File: config.mk
export PLATFORM = sky130hd
export DESIGN_NAME = wb_sdram_arbiter
export DESIGN_NICKNAME = d
export VERILOG_FILES = /design/src/rtl/wb_sdram_arbiter.sv
export SDC_FILE = /design/constraint.sdc
export NUM_CORES = 1
export LEC_CHECK = 0
export ABC_AREA = 1
export BUFFER_PORTS_ARGS = -buffer_cell sky130_fd_sc_hd__clkbuf_2
export CORE_AREA = 2 2 115 117
export CTS_CLUSTER_DIAMETER = 30
export DETAILED_ROUTE_END_ITERATION = 10
export DIE_AREA = 0 0 117 119
export SLEW_MARGIN = 20
export SYNTH_ARGS = -nofsm -noshare
export SYNTH_HDL_FRONTEND = slang
export SYNTH_SLANG_ARGS = --single-unit
File: constraint.sdc
create_clock -name clk -period 2.7 [get_ports clk]
set_input_delay 0.135 -clock clk [delete_from_list [all_inputs] [get_ports clk]]
set_output_delay 0.135 -clock clk [all_outputs]
set_load 0.01 [all_outputs]
File: src/rtl/wb_sdram_arbiter.sv
`default_nettype none
// ============================================================================
// Module   : wb_sdram_arbiter
// Purpose  : Two-master Wishbone B3 arbiter in front of the single SDRAM
//            controller slave port. m0 (LCD line fetch) has fixed priority
//            over m1 (CPU data), but a streak counter stops m0 from starving
//            m1. A grant is held for a whole bus cycle so bursts are never
//            split. A watchdog aborts transfers the slave never acknowledges.
// Ports    : clk, rst              - clock, synchronous active-high reset
//            m0_* / m1_*           - Wishbone master-side ports (cyc, stb,
//                                    we, adr, dat_w, sel in; dat_r, ack,
//                                    err out)
//            s_*                   - Wishbone slave-side port to the SDRAM
//                                    controller
//            gnt                   - one-hot owner (bit0 = m0)
//            timeout_flag          - sticky abort indicator, cleared by rst
// Revision : 1.0 - initial release
// ============================================================================
module wb_sdram_arbiter #(
  parameter int AW         = 24,
  parameter int DW         = 32,
  parameter int MAX_STREAK = 4,
  parameter int TIMEOUT    = 255
) (
  input  logic            clk,
  input  logic            rst,
  // master 0 (LCD line fetch, high priority)
  input  logic            m0_cyc,
  input  logic            m0_stb,
  input  logic            m0_we,
  input  logic [AW-1:0]   m0_adr,
  input  logic [DW-1:0]   m0_dat_w,
  input  logic [DW/8-1:0] m0_sel,
  output logic [DW-1:0]   m0_dat_r,
  output logic            m0_ack,
  output logic            m0_err,
  // master 1 (processor data)
  input  logic            m1_cyc,
  input  logic            m1_stb,
  input  logic            m1_we,
  input  logic [AW-1:0]   m1_adr,
  input  logic [DW-1:0]   m1_dat_w,
  input  logic [DW/8-1:0] m1_sel,
  output logic [DW-1:0]   m1_dat_r,
  output logic            m1_ack,
  output logic            m1_err,
  // slave port (SDRAM controller)
  output logic            s_cyc,
  output logic            s_stb,
  output logic            s_we,
  output logic [AW-1:0]   s_adr,
  output logic [DW-1:0]   s_dat_w,
  output logic [DW/8-1:0] s_sel,
  input  logic [DW-1:0]   s_dat_r,
  input  logic            s_ack,
  // status
  output logic [1:0]      gnt,
  output logic            timeout_flag
);

  localparam logic [2:0] c_streak_max = 3'(MAX_STREAK);
  localparam logic [7:0] c_timeout    = 8'(TIMEOUT);

  typedef enum logic [1:0] {
    IDLE  = 2'd0,
    OWN0  = 2'd1,
    OWN1  = 2'd2,
    DRAIN = 2'd3
  } state_e;

  state_e      state_q, state_d;
  logic [1:0]  gnt_q, gnt_d;
  logic [2:0]  streak_q, streak_d;
  logic [7:0]  wdog_q, wdog_d;
  logic        timeout_flag_q, timeout_flag_d;

  // Signals of whichever master currently owns the slave port.
  logic            owning;
  logic            own_m1;
  logic            sel_cyc;
  logic            sel_stb;
  logic            sel_we;
  logic [AW-1:0]   sel_adr;
  logic [DW-1:0]   sel_dat_w;
  logic [DW/8-1:0] sel_sel;

  // cyc of the master recorded in gnt; used while draining an aborted cycle.
  logic            held_cyc;
  // Watchdog expiry this cycle. An ack in the same cycle or a release by the
  // owner both take precedence, so neither may coincide with an abort.
  logic            expire;

  // --------------------------------------------------------------------------
  // Owner selection
  // --------------------------------------------------------------------------
  always_comb begin : owner_mux
    owning = (state_q == OWN0) || (state_q == OWN1);
    own_m1 = (state_q == OWN1);
    if (own_m1) begin
      sel_cyc   = m1_cyc;
      sel_stb   = m1_stb;
      sel_we    = m1_we;
      sel_adr   = m1_adr;
      sel_dat_w = m1_dat_w;
      sel_sel   = m1_sel;
    end else begin
      sel_cyc   = m0_cyc;
      sel_stb   = m0_stb;
      sel_we    = m0_we;
      sel_adr   = m0_adr;
      sel_dat_w = m0_dat_w;
      sel_sel   = m0_sel;
    end
  end

  assign held_cyc = gnt_q[1] ? m1_cyc : m0_cyc;
  assign expire   = owning && sel_cyc && !s_ack && (wdog_q == c_timeout);

  // --------------------------------------------------------------------------
  // Slave-side drive: the owner passes straight through, everything else is
  // parked at zero so IDLE and DRAIN present an idle bus.
  // --------------------------------------------------------------------------
  always_comb begin : slave_drive
    s_cyc   = 1'b0;
    s_stb   = 1'b0;
    s_we    = 1'b0;
    s_adr   = '0;
    s_dat_w = '0;
    s_sel   = '0;
    if (owning) begin
      s_cyc   = sel_cyc;
      s_stb   = sel_stb;
      s_we    = sel_we;
      s_adr   = sel_adr;
      s_dat_w = sel_dat_w;
      s_sel   = sel_sel;
    end
  end

  // --------------------------------------------------------------------------
  // Master-side responses. Read data is broadcast; only the owner sees ack.
  // A stale ack outside an ownership state is dropped. While rst is high the
  // interrupted cycle must not complete, so ack/err are masked.
  // --------------------------------------------------------------------------
  assign m0_dat_r = s_dat_r;
  assign m1_dat_r = s_dat_r;

  always_comb begin : master_resp
    m0_ack = 1'b0;
    m1_ack = 1'b0;
    m0_err = 1'b0;
    m1_err = 1'b0;
    if (!rst) begin
      m0_ack = (state_q == OWN0) && s_ack;
      m1_ack = (state_q == OWN1) && s_ack;
      m0_err = (state_q == OWN0) && expire;
      m1_err = (state_q == OWN1) && expire;
    end
  end

  // --------------------------------------------------------------------------
  // Next-state logic
  // --------------------------------------------------------------------------
  always_comb begin : next_state
    state_d        = state_q;
    gnt_d          = gnt_q;
    streak_d       = streak_q;
    wdog_d         = wdog_q;
    timeout_flag_d = timeout_flag_q;

    case (state_q)
      IDLE: begin
        gnt_d  = 2'b00;
        // Watchdog starts every ownership from zero.
        wdog_d = 8'd0;
        if (m0_cyc && (!m1_cyc || (streak_q != c_streak_max))) begin
          state_d = OWN0;
          gnt_d   = 2'b01;
          // Only m0 grants taken at m1's expense count toward the streak.
          if (m1_cyc) begin
            streak_d = (streak_q == c_streak_max) ? streak_q : streak_q + 3'd1;
          end else begin
            streak_d = 3'd0;
          end
        end else if (m1_cyc) begin
          state_d  = OWN1;
          gnt_d    = 2'b10;
          streak_d = 3'd0;
        end
      end

      OWN0, OWN1: begin
        if (!sel_cyc) begin
          // End of bus cycle; one IDLE cycle always separates owners.
          state_d = IDLE;
          gnt_d   = 2'b00;
        end else if (s_ack) begin
          wdog_d = 8'd0;
        end else if (expire) begin
          state_d        = DRAIN;
          timeout_flag_d = 1'b1;
        end else if (sel_stb && (wdog_q != 8'hFF)) begin
          // Gaps in stb between burst beats do not count as waiting.
          wdog_d = wdog_q + 8'd1;
        end
      end

      DRAIN: begin
        // Keep the aborted owner off the bus until it ends its cycle.
        if (!held_cyc) begin
          state_d = IDLE;
          gnt_d   = 2'b00;
        end
      end

      default: begin
        state_d = IDLE;
        gnt_d   = 2'b00;
      end
    endcase
  end

  // --------------------------------------------------------------------------
  // State registers
  // --------------------------------------------------------------------------
  always_ff @(posedge clk) begin : regs
    if (rst) begin
      state_q        <= IDLE;
      gnt_q          <= 2'b00;
      streak_q       <= 3'd0;
      wdog_q         <= 8'd0;
      timeout_flag_q <= 1'b0;
    end else begin
      state_q        <= state_d;
      gnt_q          <= gnt_d;
      streak_q       <= streak_d;
      wdog_q         <= wdog_d;
      timeout_flag_q <= timeout_flag_d;
    end
  end

  assign gnt          = gnt_q;
  assign timeout_flag = timeout_flag_q;

endmodule
`default_nettype wire
==> metrics.csv <==
stage,metric,value,unit
worst_setup_path,criticalPathCategory,reg -> out,
clock_tree,holdBufCountCts,0,
clock_tree,clock_path_buffers,2,
synth,synth_xor_area_share,0.354,%
route,drc,0,
synth,synth_compound_area_share,17.5,%
synth,syn-num-nets,609,
sta,rsz0062_at_grt,false,
die,ios,295,
synth,yosys_warnings,0,
worst_setup_path,reg2reg_depth,11,
sta,post-route-period-util,79.6,%
clock_tree,cts_root_buf,clkbuf_16,
sta,hold_slack,234,ps
layout,final_layout_size_suffix_gt1_share,40.4,%
synth,ys_top_cells_by_area,"nor2_1 (20%), buf_4 (19%), o21ai_0 (14%)",
clock_tree,clk-insertion-delay-late,250,ps
route,num_vias,3021,
placed_design,place.port_buffers,198,
worst_setup_path,crit_path_max_fanout,27,
route,drt_iter0_drc,104,
clock_tree,h-tree-depth,1,
layout,antennaDiodeCount,0,
sta,tns,0,ps
global_route,grt_start_max_net_pins,45,
pwr,p_leak,1.82,nW
hold_path,whs_path_depth,3,
clock_tree,cts_made_buffers,3,
die,core,0.0129,sq mm
sta,maxSlewViolCount,0,
sta,period_minus_slack,2150,ps
layout,layout_common_cells,"clkbuf_2 (198), nor2_1 (135), o21ai_0 (68)",
synth,yosysSeqAreaShare,13.0,%
global_route,grt_usage,12.2,%
placed_design,place_congestion,0.830,
route,ant_nets,0,
worst_setup_path,timing.reg2reg.setup_slack,780,ps
worst_setup_path,startpoint_type,register,
synth,synthesis.area,0.00247,sq mm
synth,yosysTopAreaCell,nor2_1,
global_route,grt_pass1_vias,2652,
die,die_area,0.0139,sq mm
worst_setup_path,cp.arrival,2020,ps
layout,layout_commonest_cell,clkbuf_2,
synth,synth_cells,441,
route,vias_per_cell,4.09,
die,chipHeight,119,um
worst_setup_path,rr_endpoint,wdog_q[1],
synth,ys_ff_latch,16,
synth,synthSimpleGateAreaFrac,37.2,%
hold_path,hp-class,in -> reg,
clock_tree,cts_setup_buffers,0,
clock_tree,clk_pin_slew,50,ps
synth,syn_avg_cell_area,5.61,sq um
clock_tree,clock_sinks,16,
die,die_w,117,um
placed_design,dp_hpwl,7970,um
die,num_rows,42,
hold_path,min_to,streak_q[0],
synth,synthAdderAreaFrac,3.54,%
pwr,p_per_area,888,mW/mm^2
pwr,ir_worst_vdd,0.268,mV
sta,relSlewSlack,63.9,%
worst_setup_path,worstReg2RegStart,state_q[0],
worst_setup_path,crit_path_end_kind,output pin,
sta,hold_viol_final,0,
sta,tightest_slew,540,ps
route,drt_wl_total,9560,um
route,wl_per_cell,12.9,um
clock_tree,cts_tree,built,
clock_tree,cts_resized,0,
sta,max_freq,0.465,GHz
worst_setup_path,critPathRequiredTime,2570,ps
synth,synth_top_family_by_area,simple AND/OR/NAND/NOR gates,
synth,synth.distinct_cells,26,
die,start_util,19.2,%
placed_design,placed_area,0.00316,sq mm
sta,setup_viol,0,
global_route,grt_overflow,0,
synth,synth.area.mux_share,0,%
synth,synth_top_area_share,20.5,%
layout,fin_nets,731,
hold_path,hold_start,m1_cyc,
job,drv_cap,0,
layout,syn2layout_area_growth,31.3,%
layout,final_area,0.00325,sq mm
route,drt-pass1-iter-count,4,
global_route,grt_pass1_wl,13500,um
sta,skew,3.23,ps
run_status,status,"complete, no violations",
global_route,antenna_found_initial,0,
## cell usage after synthesis
master and n:
inv_2 5, buf_6 1, nor2_4 2, or2_2 1, nor3_1 6, buf_4 64
ha_1 7, nand3_2 1, nor2_1 135, buf_2 2, nand2_1 39, xor2_1 1
inv_1 27, a21oi_2 1, nand3b_1 1, o21ai_0 68, dfxtp_1 16, clkbuf_1 18
dlymetal6s2s_1 1, nand2_2 3, nand2_4 3, o21ai_2 1, nand3_1 15, a21oi_1 15
nand4_1 7, nor2_8 1
## per-layer routing
| layer | track usage, % | routed length [um] |
|---|---|---|
| met2 | 22.6 | 4640 |
| met1 | 13.8 | 3880 |
| met3 | 3.87 | 986 |
| met4 | 1.62 | 48 |
| met5 | 0 | 0 |
## power by group
group	switching (mW)	internal [mW]
logic	1.48	0.779
registers	0.0280	0.269
clock network	0.0982	0.225
total	1.61	1.27
## worst max path at each step
stage | cells after the start | end | slack, ps | startpoint
6_report | 6 | s_dat_w[29] | 550 | state_q[0]
2_1_floorplan | 7 | m0_err | 1080 | state_q[0]
3_3_place_gp | 6 | s_dat_w[29] | 800 | state_q[1]
3_5_place_dp | 6 | s_dat_w[29] | 770 | state_q[0]
5_1_grt | 7 | s_dat_w[29] | 370 | state_q[0]
4_1_cts | 7 | s_dat_w[29] | 500 | state_q[0]
## cell families (layout without fill, tap and decap cells)
kind of cell    after synthesis  after routing
compound gates               85             85
fa+ha+maj                     7              7
buf+inv                     118            239
xor+xnor                      1              1
simple gates                214            214
flops                        16             16
## flip-flops by register name, indices dropped and copies added (netlist names)
| name | cells |
|---|---|
| wdog_q | 8 |
| streak_q | 3 |
| gnt | 2 |
| state_q | 2 |
| timeout_flag | 1 |
## stage by stage
step,worst slack (ps),power [mW],std cells,utilization [%]
final,549,2.88,738,25.2
after global routing,370,3.16,738,25.2
after CTS,503,2.92,738,25.2
after detailed placement,774,2.58,734,24.5
after global placement,803,2.58,734,24.5
after floorplan,1080,1.76,441,-
## worst max-delay path: stages, from the launching register on
cell,delay [ps]
dfxtp_1,390
inv_1,90
ha_2,510
buf_4,310
o21ai_0,120
nor2_1,170
clkbuf_2,180
## cell type report
cell class | count | area, sq um
Inverter | 32 | 120
Clock buffer | 4 | 88.8
Timing Repair Buffer | 203 | 1040
Multi-Input combinational cell | 307 | 1460
Fill cell | 1449 | 9630
Tap cell | 176 | 220
Sequential cell | 16 | 320
No activity file was read; power rests on OpenSTA's default activity.
